--- src/rtl/multi_counter_core.sv ---
// multi_counter_core: multi-channel counter/timer core behind a flat register bus.
// Register map per channel c: COUNT at 3c, COMPARE at 3c+1, CONFIG at 3c+2.
// STATUS (write-1-to-clear pending bits) is at 3*CHANNELS.
// Optional feature macro: PRESCALER_EN adds an 8-bit per-channel prescaler (CONFIG[15:8]).

package mcc_pkg;
   typedef struct packed {
      logic [7:0] presc;
      logic [1:0] mode;
      logic       ire;
      logic       dir;
      logic       en;
   } cfg_t;
endpackage

// One counter channel: count/compare/config state, tick generation and event detect.
module mcc_chan
   import mcc_pkg::*;
#(
   parameter int WIDTH = 32
) (
   input  logic        clk,
   input  logic        reset,
   input  logic        wr_count,
   input  logic        wr_compare,
   input  logic        wr_config,
   input  logic [31:0] data_in,
   output logic [31:0] count_rd,
   output logic [31:0] compare_rd,
   output logic [31:0] config_rd,
   output logic        ire,
   output logic        evt
);

   logic [WIDTH-1:0] count, count_nxt, compare, target;
   cfg_t             cfg, cfg_wr;
   logic             tick, reload;

   // Decode a CONFIG write; presc only exists in the prescaler build.
   always_comb begin
      cfg_wr.en    = data_in[0];
      cfg_wr.dir   = data_in[1];
      cfg_wr.ire   = data_in[2];
      cfg_wr.mode  = data_in[4:3];
`ifdef PRESCALER_EN
      cfg_wr.presc = data_in[15:8];
`else
      cfg_wr.presc = '0;
`endif
   end

`ifdef PRESCALER_EN
   logic [7:0] pc;

   assign tick = cfg.en && (pc == cfg.presc);

   // Prescaler phase: restarts on any COUNT/CONFIG write or while disabled.
   always_ff @(posedge clk) begin
      if (reset || wr_count || wr_config || !cfg.en || tick)
         pc <= '0;
      else
         pc <= pc + 8'd1;
   end
`else
   assign tick = cfg.en;
`endif

   // Target, event and next count; a COUNT write overrides the step and suppresses the event.
   always_comb begin
      target    = (cfg.dir || cfg.mode == 2'b00) ? compare : '0;
      evt       = tick && !wr_count && (count == target);
      reload    = evt && (cfg.mode != 2'b00);
      count_nxt = count;
      if (wr_count)
         count_nxt = data_in[WIDTH-1:0];
      else if (reload)
         count_nxt = cfg.dir ? '0 : compare;
      else if (tick)
         count_nxt = cfg.dir ? count + WIDTH'(1) : count - WIDTH'(1);
   end

   // Channel state; a CONFIG write beats the one-shot enable clear.
   always_ff @(posedge clk) begin
      if (reset) begin
         count   <= '0;
         compare <= '0;
         cfg     <= '0;
      end else begin
         count <= count_nxt;
         if (wr_compare)
            compare <= data_in[WIDTH-1:0];
         if (wr_config)
            cfg <= cfg_wr;
         else if (evt && cfg.mode == 2'b10)
            cfg.en <= 1'b0;
      end
   end

   // Zero-extended readback.
   always_comb begin
      count_rd               = '0;
      count_rd[WIDTH-1:0]    = count;
      compare_rd             = '0;
      compare_rd[WIDTH-1:0]  = compare;
      config_rd              = '0;
      config_rd[15:8]        = cfg.presc;
      config_rd[4:0]         = {cfg.mode, cfg.ire, cfg.dir, cfg.en};
   end

   assign ire = cfg.ire;

endmodule

// Top: channel array, shared pending register and registered interrupt.
module multi_counter_core #(
   parameter int CHANNELS = 4,
   parameter int WIDTH    = 32,
   parameter int REGS     = 3*CHANNELS+1
) (
   input  logic                  clk,
   input  logic                  reset,
   input  logic [REGS-1:0]       write_en,
   input  logic [31:0]           data_in,
   output logic [REGS-1:0][31:0] data_out,
   output logic                  irq_out
);

   localparam int STATUS = 3*CHANNELS;

   logic [CHANNELS-1:0][31:0] cnt_rd, cmp_rd, cfg_rd;
   logic [CHANNELS-1:0]       pending, evt_v, ire_v, clr;

   for (genvar c = 0; c < CHANNELS; c++) begin : g_chan
      mcc_chan #(.WIDTH(WIDTH)) u_chan (
         .clk        (clk),
         .reset      (reset),
         .wr_count   (write_en[3*c]),
         .wr_compare (write_en[3*c+1]),
         .wr_config  (write_en[3*c+2]),
         .data_in    (data_in),
         .count_rd   (cnt_rd[c]),
         .compare_rd (cmp_rd[c]),
         .config_rd  (cfg_rd[c]),
         .ire        (ire_v[c]),
         .evt        (evt_v[c])
      );
   end

   assign clr = write_en[STATUS] ? data_in[CHANNELS-1:0] : '0;

   // Pending bits: set beats clear; irq follows the registered pending & ire.
   always_ff @(posedge clk) begin
      if (reset) begin
         pending <= '0;
         irq_out <= 1'b0;
      end else begin
         pending <= (pending & ~clr) | evt_v;
         irq_out <= |(pending & ire_v);
      end
   end

   // Assemble the readback words.
   always_comb begin
      data_out = '0;
      for (int c = 0; c < CHANNELS; c++) begin
         data_out[3*c]   = cnt_rd[c];
         data_out[3*c+1] = cmp_rd[c];
         data_out[3*c+2] = cfg_rd[c];
      end
      data_out[STATUS][CHANNELS-1:0] = pending;
   end

endmodule

--- config.mk ---
export PLATFORM = sky130hd
export DESIGN_NAME = multi_counter_core
export DESIGN_NICKNAME = d
export VERILOG_FILES = /design/src/rtl/multi_counter_core.sv
export SDC_FILE = /design/constraint.sdc
export NUM_CORES = 1
export LEC_CHECK = 0
export BUFFER_PORTS_ARGS = -buffer_cell sky130_fd_sc_hd__buf_4
export CORE_ASPECT_RATIO = 0.7
export CORE_UTILIZATION = 45
export DETAILED_ROUTE_END_ITERATION = 16
export HOLD_SLACK_MARGIN = 0.03
export PLACE_DENSITY = 0.71
export SLEW_MARGIN = 25
export SYNTH_ARGS = -nofsm -noshare
export SYNTH_HDL_FRONTEND = slang
export SYNTH_HIERARCHICAL = 1
export SYNTH_SLANG_ARGS = --single-unit
--- constraint.sdc ---
create_clock -name clk -period 4.1 [get_ports clk]
set_input_delay 0.205 -clock clk [delete_from_list [all_inputs] [get_ports clk]]
set_output_delay 0.205 -clock clk [all_outputs]
set_load 0.02 [all_outputs]
==> results of run 1 <==
## report_power, final
part | total, mW | switching [mW] | internal, mW
sequential | 3.37 | 0.445 | 2.93
combinational | 4.04 | 2.44 | 1.60
clock | 2.91 | 1.32 | 1.60
## cells by family after synthesis
| family | count (synthesis) | share of synthesized area [%] |
|---|---|---|
| adders and majority gates | 124 | 6.93 |
| muxes | 146 | 6.40 |
| AOI/OAI and AO/OA | 868 | 25.5 |
| buffers and inverters | 403 | 9.49 |
| xor gates and xnor gates | 129 | 4.95 |
| other | 5 | 0.0823 |
| and+or+nand+nor | 1012 | 22.0 |
| DFF | 281 | 24.7 |
## final timing paths
check / cells after the start / slack, ns / to / startpoint
max: 10 / 0.47 / g_chan[0].u_chan/count_rd[30] / g_chan[0].u_chan/config_rd[4]
min reg2reg: 2 / 0.54 / g_chan[1].u_chan/count_rd[8] / g_chan[1].u_chan/compare_rd[8]
max reg2reg: 10 / 0.47 / g_chan[0].u_chan/count_rd[30] / g_chan[0].u_chan/config_rd[4]
min: 3 / 0.05 / g_chan[3].u_chan/compare_rd[15] / data_in[15]
## Yosys cell counts, drive strengths merged (12+ instances only)
cell / count / area, µm²
a2111o: 13 / 146
a211oi: 55 / 413
a21boi: 12 / 90.1
a21o: 51 / 383
a21oi: 258 / 1290
a221oi: 61 / 578
a22oi: 12 / 90.1
a31oi: 39 / 244
and2: 17 / 114
and3: 25 / 156
buf: 191 / 1370
clkbuf: 103 / 387
dfxtp: 281 / 5630
ha: 120 / 1500
inv: 108 / 405
mux2i: 146 / 1460
nand2: 208 / 786
nand2b: 80 / 500
nand3: 48 / 240
nand4: 49 / 313
nor2: 343 / 1290
nor2b: 54 / 338
nor3: 56 / 292
nor4: 35 / 268
nor4bb: 16 / 160
o2111ai: 18 / 158
o211ai: 26 / 200
o21a: 13 / 97.6
o21ai: 140 / 708
o21bai: 21 / 188
o22ai: 44 / 275
o31ai: 17 / 133
o32ai: 16 / 148
or3: 55 / 344
xnor2: 84 / 736
xor2: 45 / 394
## critical path, delay by kind of cell (launching register included)
kind	cells	cell delay, ns
buffers and inverters	2	0.54
AO/OA/AOI/OAI	5	1.69
AND/OR/NAND/NOR	3	0.74
flip-flops	1	0.51
## through the flow
step / setup slack [ns] / instances / cell area [µm²]
floorplan: 0.593 / 3099 / 23300
global placement: 0.694 / 3830 / 25100
detailed placement: 0.655 / 3830 / 25100
CTS: 0.624 / 3915 / 26400
global route: 0.247 / 3915 / 26400
finish: 0.468 / 3915 / 26400
## sequential cells by signal (all words and copies together) (netlist names)
register / flops
g_chan.u_chan/config_rd: 12
g_chan.u_chan/compare_rd: 128
g_chan.u_chan/ire: 4
pending: 4
g_chan.u_chan/count_rd: 128
irq_out: 1
g_chan.u_chan/tick: 4
## layer usage
metal / global-route usage, % / vias to the layer above / share of wire, %
li1: - / 11114 / -
met1: 50.2 / 11467 / 44
met2: 48.2 / 1467 / 40
met3: 10.6 / 195 / 13
met4: 10.2 / 4 / 3.3
met5: 0 / - / 0.027
## cell type report
type	instances	area share (%)
Clock buffer	37	3.17
Tap cell	665	3.15
Sequential cell	281	21.3
Clock inverter	19	0.719
Inverter	109	1.55
Multi-Input combinational cell	2415	58.8
Timing Repair Buffer	389	11.3
## placed cells by master (no fill, tap or decap), types with 29 or more instances in the layout
master         instances
dfxtp_1              281
dlygate4sd3_1         29
a221oi_1              54
clkbuf_16             31
inv_1                108
nor3_1                55
or3_1                 55
a31oi_1               39
xnor2_1               84
a21oi_1              258
buf_4                359
a21o_1                51
a211oi_1              55
nand3_1               48
xor2_1                45
o22ai_1               44
nand2b_1              80
nor2_1               343
mux2i_1              146
nand2_1              206
ha_1                 120
nor2b_1               54
nand4_1               48
nor4_1                30
conb_1               136
o21ai_0              134
## repair_timing
item,in CTS,in global routing
gates resized for setup,0,0
buffers inserted,0,0
hold endpoints to repair,55,0
hold buffers,29,0
==> results by group, run 1 <==
Worst setup path
  • Most frequent CP cell: buf_4
  • Crit path max fanout: 20
  • WS Path Type: register to register
  • Critical Path, Cell by Cell: o21ba_1 > buf_4 > nor2_1 > o32ai_1 > nand3_1 > nor4_4 > o21ai_2 > buf_4 > a221oi_1 > o22ai_1
  • Critical path endpoint category: register
  • Worst Path Arrival: 4.08 ns
  • Max stage delay cell, worst path: dfxtp_1
  • CP required: 4.55 ns
  • CP startpoint kind: register
  • Crit-path max cell delay: 0.51 ns

Synthesis
  • Synth unique cells: 88
  • Post-synth EDFFs: 0
  • Syn avg cell area: 7.69 µm²
  • Commonest register cell after synthesis: dfxtp_1
  • Syn. warnings: 6
  • Async S/R FF share, synth: 0%
  • Synthesized netlist cell count: 2968
  • Synthesized cell area: 22800 µm²
  • Yosys reg bits: 281
  • Post-synthesis sequential area ratio: 24.7%

STA
  • RSZ-0062 raised after global routing: no
  • Final min period: 3.63 ns
  • Hold slack: 0.0520 ns
  • Peak Freq: 275 MHz
  • Final Setup Violations: 0
  • Setup TNS after final layout: 0 ns
  • Max_slew headroom: 33.9%
  • Worst-Margin Slew: 0.992 ns
  • Setup Skew: 0.0118 ns
  • Final period util: 88.6%
  • Final Hold Violating Endpoints: 0
  • Pins Over Slew Limit: 0

Routing
  • Via Count: 24247
  • Wire length per cell: 24.0 µm
  • Routed WL: 94000 µm
  • Vias per std cell: 6.19
  • Initial drt markers: 3336
  • Routed Antenna Nets: 0
  • DRC viols: 0
  • 1st-pass router iterations: 6

Global route
  • Pin count of the biggest net entering global routing: 126
  • Total grt overflow: 0
  • Antenna violations before repair: 4
  • Vias in the first global route: 21225
  • Global-route usage over all layers: 34.5%
  • First-pass GRT wire length: 138000 µm

Floorplanning
  • Chip width: 271 µm
  • Row cnt: 68
  • Core region area: 49700 µm²
  • IO Pins: 464
  • Initial Utilization: 45.9%
  • Die H: 190 µm
  • Die area: 51600 µm²

Placement
  • Gpl congestion: 1.02
  • Hpwl dp: 68200 µm
  • I/O Buffers: 327

Clock tree
  • CTS tree: done
  • Clk_lat worst skew: 0.59 ns
  • Clock transition at path regs: 0.07 ns
  • Clock sinks: 281
  • Deepest clock path buffer count: 3
  • CTS Buf Count: 30
  • CTS root buf: clkbuf_16
  • H-Tree Depth: 1

Finish
  • Antenna cell count: 0
  • Multi-input logic area: 15500 µm²
  • Fraction of layout cells with a size suffix above 1: 14.2%
  • Final Util: 53.2%
  • Register area: 5630 µm²
  • # fillers: 4897
  • Layout Nets: 3397
  • Area grow syn2layout: 15.9%

Job
  • Max Cap Viol: 0

Power and ir drop
  • Max VDD drop: 286 µV
  • Power Dens Cells: 391 nW/µm²
  • Total power: 10.3 mW
  • Leakage: 11.7 nW

Min path
  • Hold crit path type: input pin to register

Status
  • Outcome: finished clean
Note: power is estimated with default switching activity, not from simulation.
==> run 2, diff against run 1 <==
--- a/config.mk
+++ b/config.mk
@@ -11,6 +11,7 @@
 export DETAILED_ROUTE_END_ITERATION = 16
 export HOLD_SLACK_MARGIN = 0.03
 export PLACE_DENSITY = 0.71
+export RECOVER_POWER = 100
 export SLEW_MARGIN = 25
 export SYNTH_ARGS = -nofsm -noshare
 export SYNTH_HDL_FRONTEND = slang
==> results by group, run 2 (synthesis gave the netlist of run 1 again) <==
STA
  • Worst-Margin Slew: 2.88 ns
  • Final Setup Violations: 0
  • Setup Skew: 0.0131 ns
  • Max_slew headroom: -92.3%
  • RSZ-0062 raised after global routing: no
  • Peak Freq: 258 MHz
  • Final period util: 94.6%
  • Setup TNS after final layout: 0 ns
  • Final Hold Violating Endpoints: 0
  • Pins Over Slew Limit: 126
  • Final min period: 3.88 ns

Finish
  • Commonest non-fill, non-tap cell in the layout: nor2_1
  • Final instance area: 25300 µm²
  • Most frequent cells in the layout: nor2_1, clkbuf_1, dfxtp_1
  • Fraction of layout cells with a size suffix above 1: 4.98%
  • Area grow syn2layout: 10.7%
  • Layout Nets: 3397

Routing
  • Via Count: 24146
  • Routed WL: 94000 µm
  • Vias per std cell: 6.16
  • Routed Antenna Nets: 0
  • 1st-pass router iterations: 6
  • DRC viols: 0
  • Initial drt markers: 3297
  • Wire length per cell: 24.0 µm

Job
  • Max Cap Viol: 1

Placement
  • I/O Buffers: 327
  • Gpl congestion: 1.02
  • Hpwl dp: 68200 µm
  • Placed Area: 25100 µm²

Floorplanning
  • IO Pins: 464
  • Row cnt: 68
  • Die H: 190 µm
  • Chip width: 271 µm
  • Core region area: 49700 µm²
  • Initial Utilization: 45.9%
  • Die area: 51600 µm²

Worst setup path
  • Crit path max fanout: 14
  • Worst Path Arrival: 4.21 ns
  • CP startpoint kind: register
  • Critical path endpoint category: register
  • WS Path Type: register to register
  • CP required: 4.44 ns

Min path
  • Hold crit path type: input pin to register

Clock tree
  • Deepest clock path buffer count: 3
  • Clk_lat worst skew: 0.59 ns
  • CTS root buf: clkbuf_16
  • Setup Buffers After CTS: 0
  • CTS tree: done
  • Clock sinks: 281
  • Clock transition at path regs: 0.07 ns
  • H-Tree Depth: 1
  • CTS Buf Count: 30

Global route
  • First-pass GRT wire length: 138000 µm
  • Pin count of the biggest net entering global routing: 126
  • Vias in the first global route: 21225
  • Total grt overflow: 0
  • Antenna violations before repair: 4
  • Global-route usage over all layers: 34.5%

Power and ir drop
  • Total power: 10.2 mW
  • Leakage: 10.5 nW
  • Max VDD drop: 281 µV
  • Power Dens Cells: 403 nW/µm²

Status
  • Failing checks: capacitance limit, slew limit
  • Outcome: complete, but fails checks
==> run 2: changes by cell type in the layout (fill, tap and decap cells not counted), sizes merged <==
cell and change:
buf -292, clkbuf +292, diode +2
==> run 2: worst max-delay path: stages, from the launching register on <==
cell	delay, ns
dfxtp_1	0.54
o21ba_4	0.31
nor2_1	0.07
o32ai_1	0.61
o2111ai_1	0.30
or4_1	0.87
and2_0	0.43
nand2_1	0.33
o32ai_1	0.15
==> run 2: path summary, 6_finish.rpt <==
kind	start	to	slack [ns]	depth (start not counted)
min reg2reg	g_chan[3].u_chan/ire	g_chan[3].u_chan/ire	0.54	2
max	g_chan[1].u_chan/config_rd[3]	g_chan[1].u_chan/count_rd[28]	0.22	8
max reg2reg	g_chan[1].u_chan/config_rd[3]	g_chan[1].u_chan/count_rd[28]	0.22	8
min	data_in[10]	g_chan[1].u_chan/compare_rd[10]	0.06	3
==> run 2: metal layers <==
metal | GRT usage (%) | vias up | part of all wire (%)
met3 | 10.6 | 204 | 13
met4 | 10.2 | 4 | 3.3
met1 | 50.2 | 11407 | 44
met2 | 48.2 | 1425 | 40
li1 | - | 11106 | -
met5 | 0 | - | 0.029
==> run 2: metrics by stage <==
stage	setup slack [ns]	std cells	hold slack, ns	utilization (%)
3_3_place_gp	0.694	3830	0.510	50.5
6_report	0.223	3917	0.0612	50.8
5_1_grt	0.148	3915	0.0411	50.8
4_1_cts	0.624	3915	0.0310	53.2
2_1_floorplan	0.593	3099	0.274	-
3_5_place_dp	0.655	3830	0.518	50.5
==> run 2: layout make-up <==
cell class / count / area (µm²)
Tap cell: 665 / 832
Multi-Input combinational cell: 2415 / 15500
Timing Repair Buffer: 389 / 1900
Clock buffer: 37 / 838
Fill cell: 5255 / 24400
Clock inverter: 19 / 190
Sequential cell: 281 / 5630
Inverter: 109 / 409
Antenna cell: 2 / 5.00
==> run 2: power breakdown <==
part / total, mW / leakage (nW) / internal (mW) / switching, mW
clock network: 2.92 / 0.494 / 1.60 / 1.32
logic: 3.89 / 7.71 / 1.45 / 2.44
registers: 3.37 / 2.32 / 2.93 / 0.439
==> run 2: timing repair <==
item | CTS | global route
gates resized for setup | 0 | 0
hold buffers | 29 | 0
hold endpoints to repair | 55 | 0
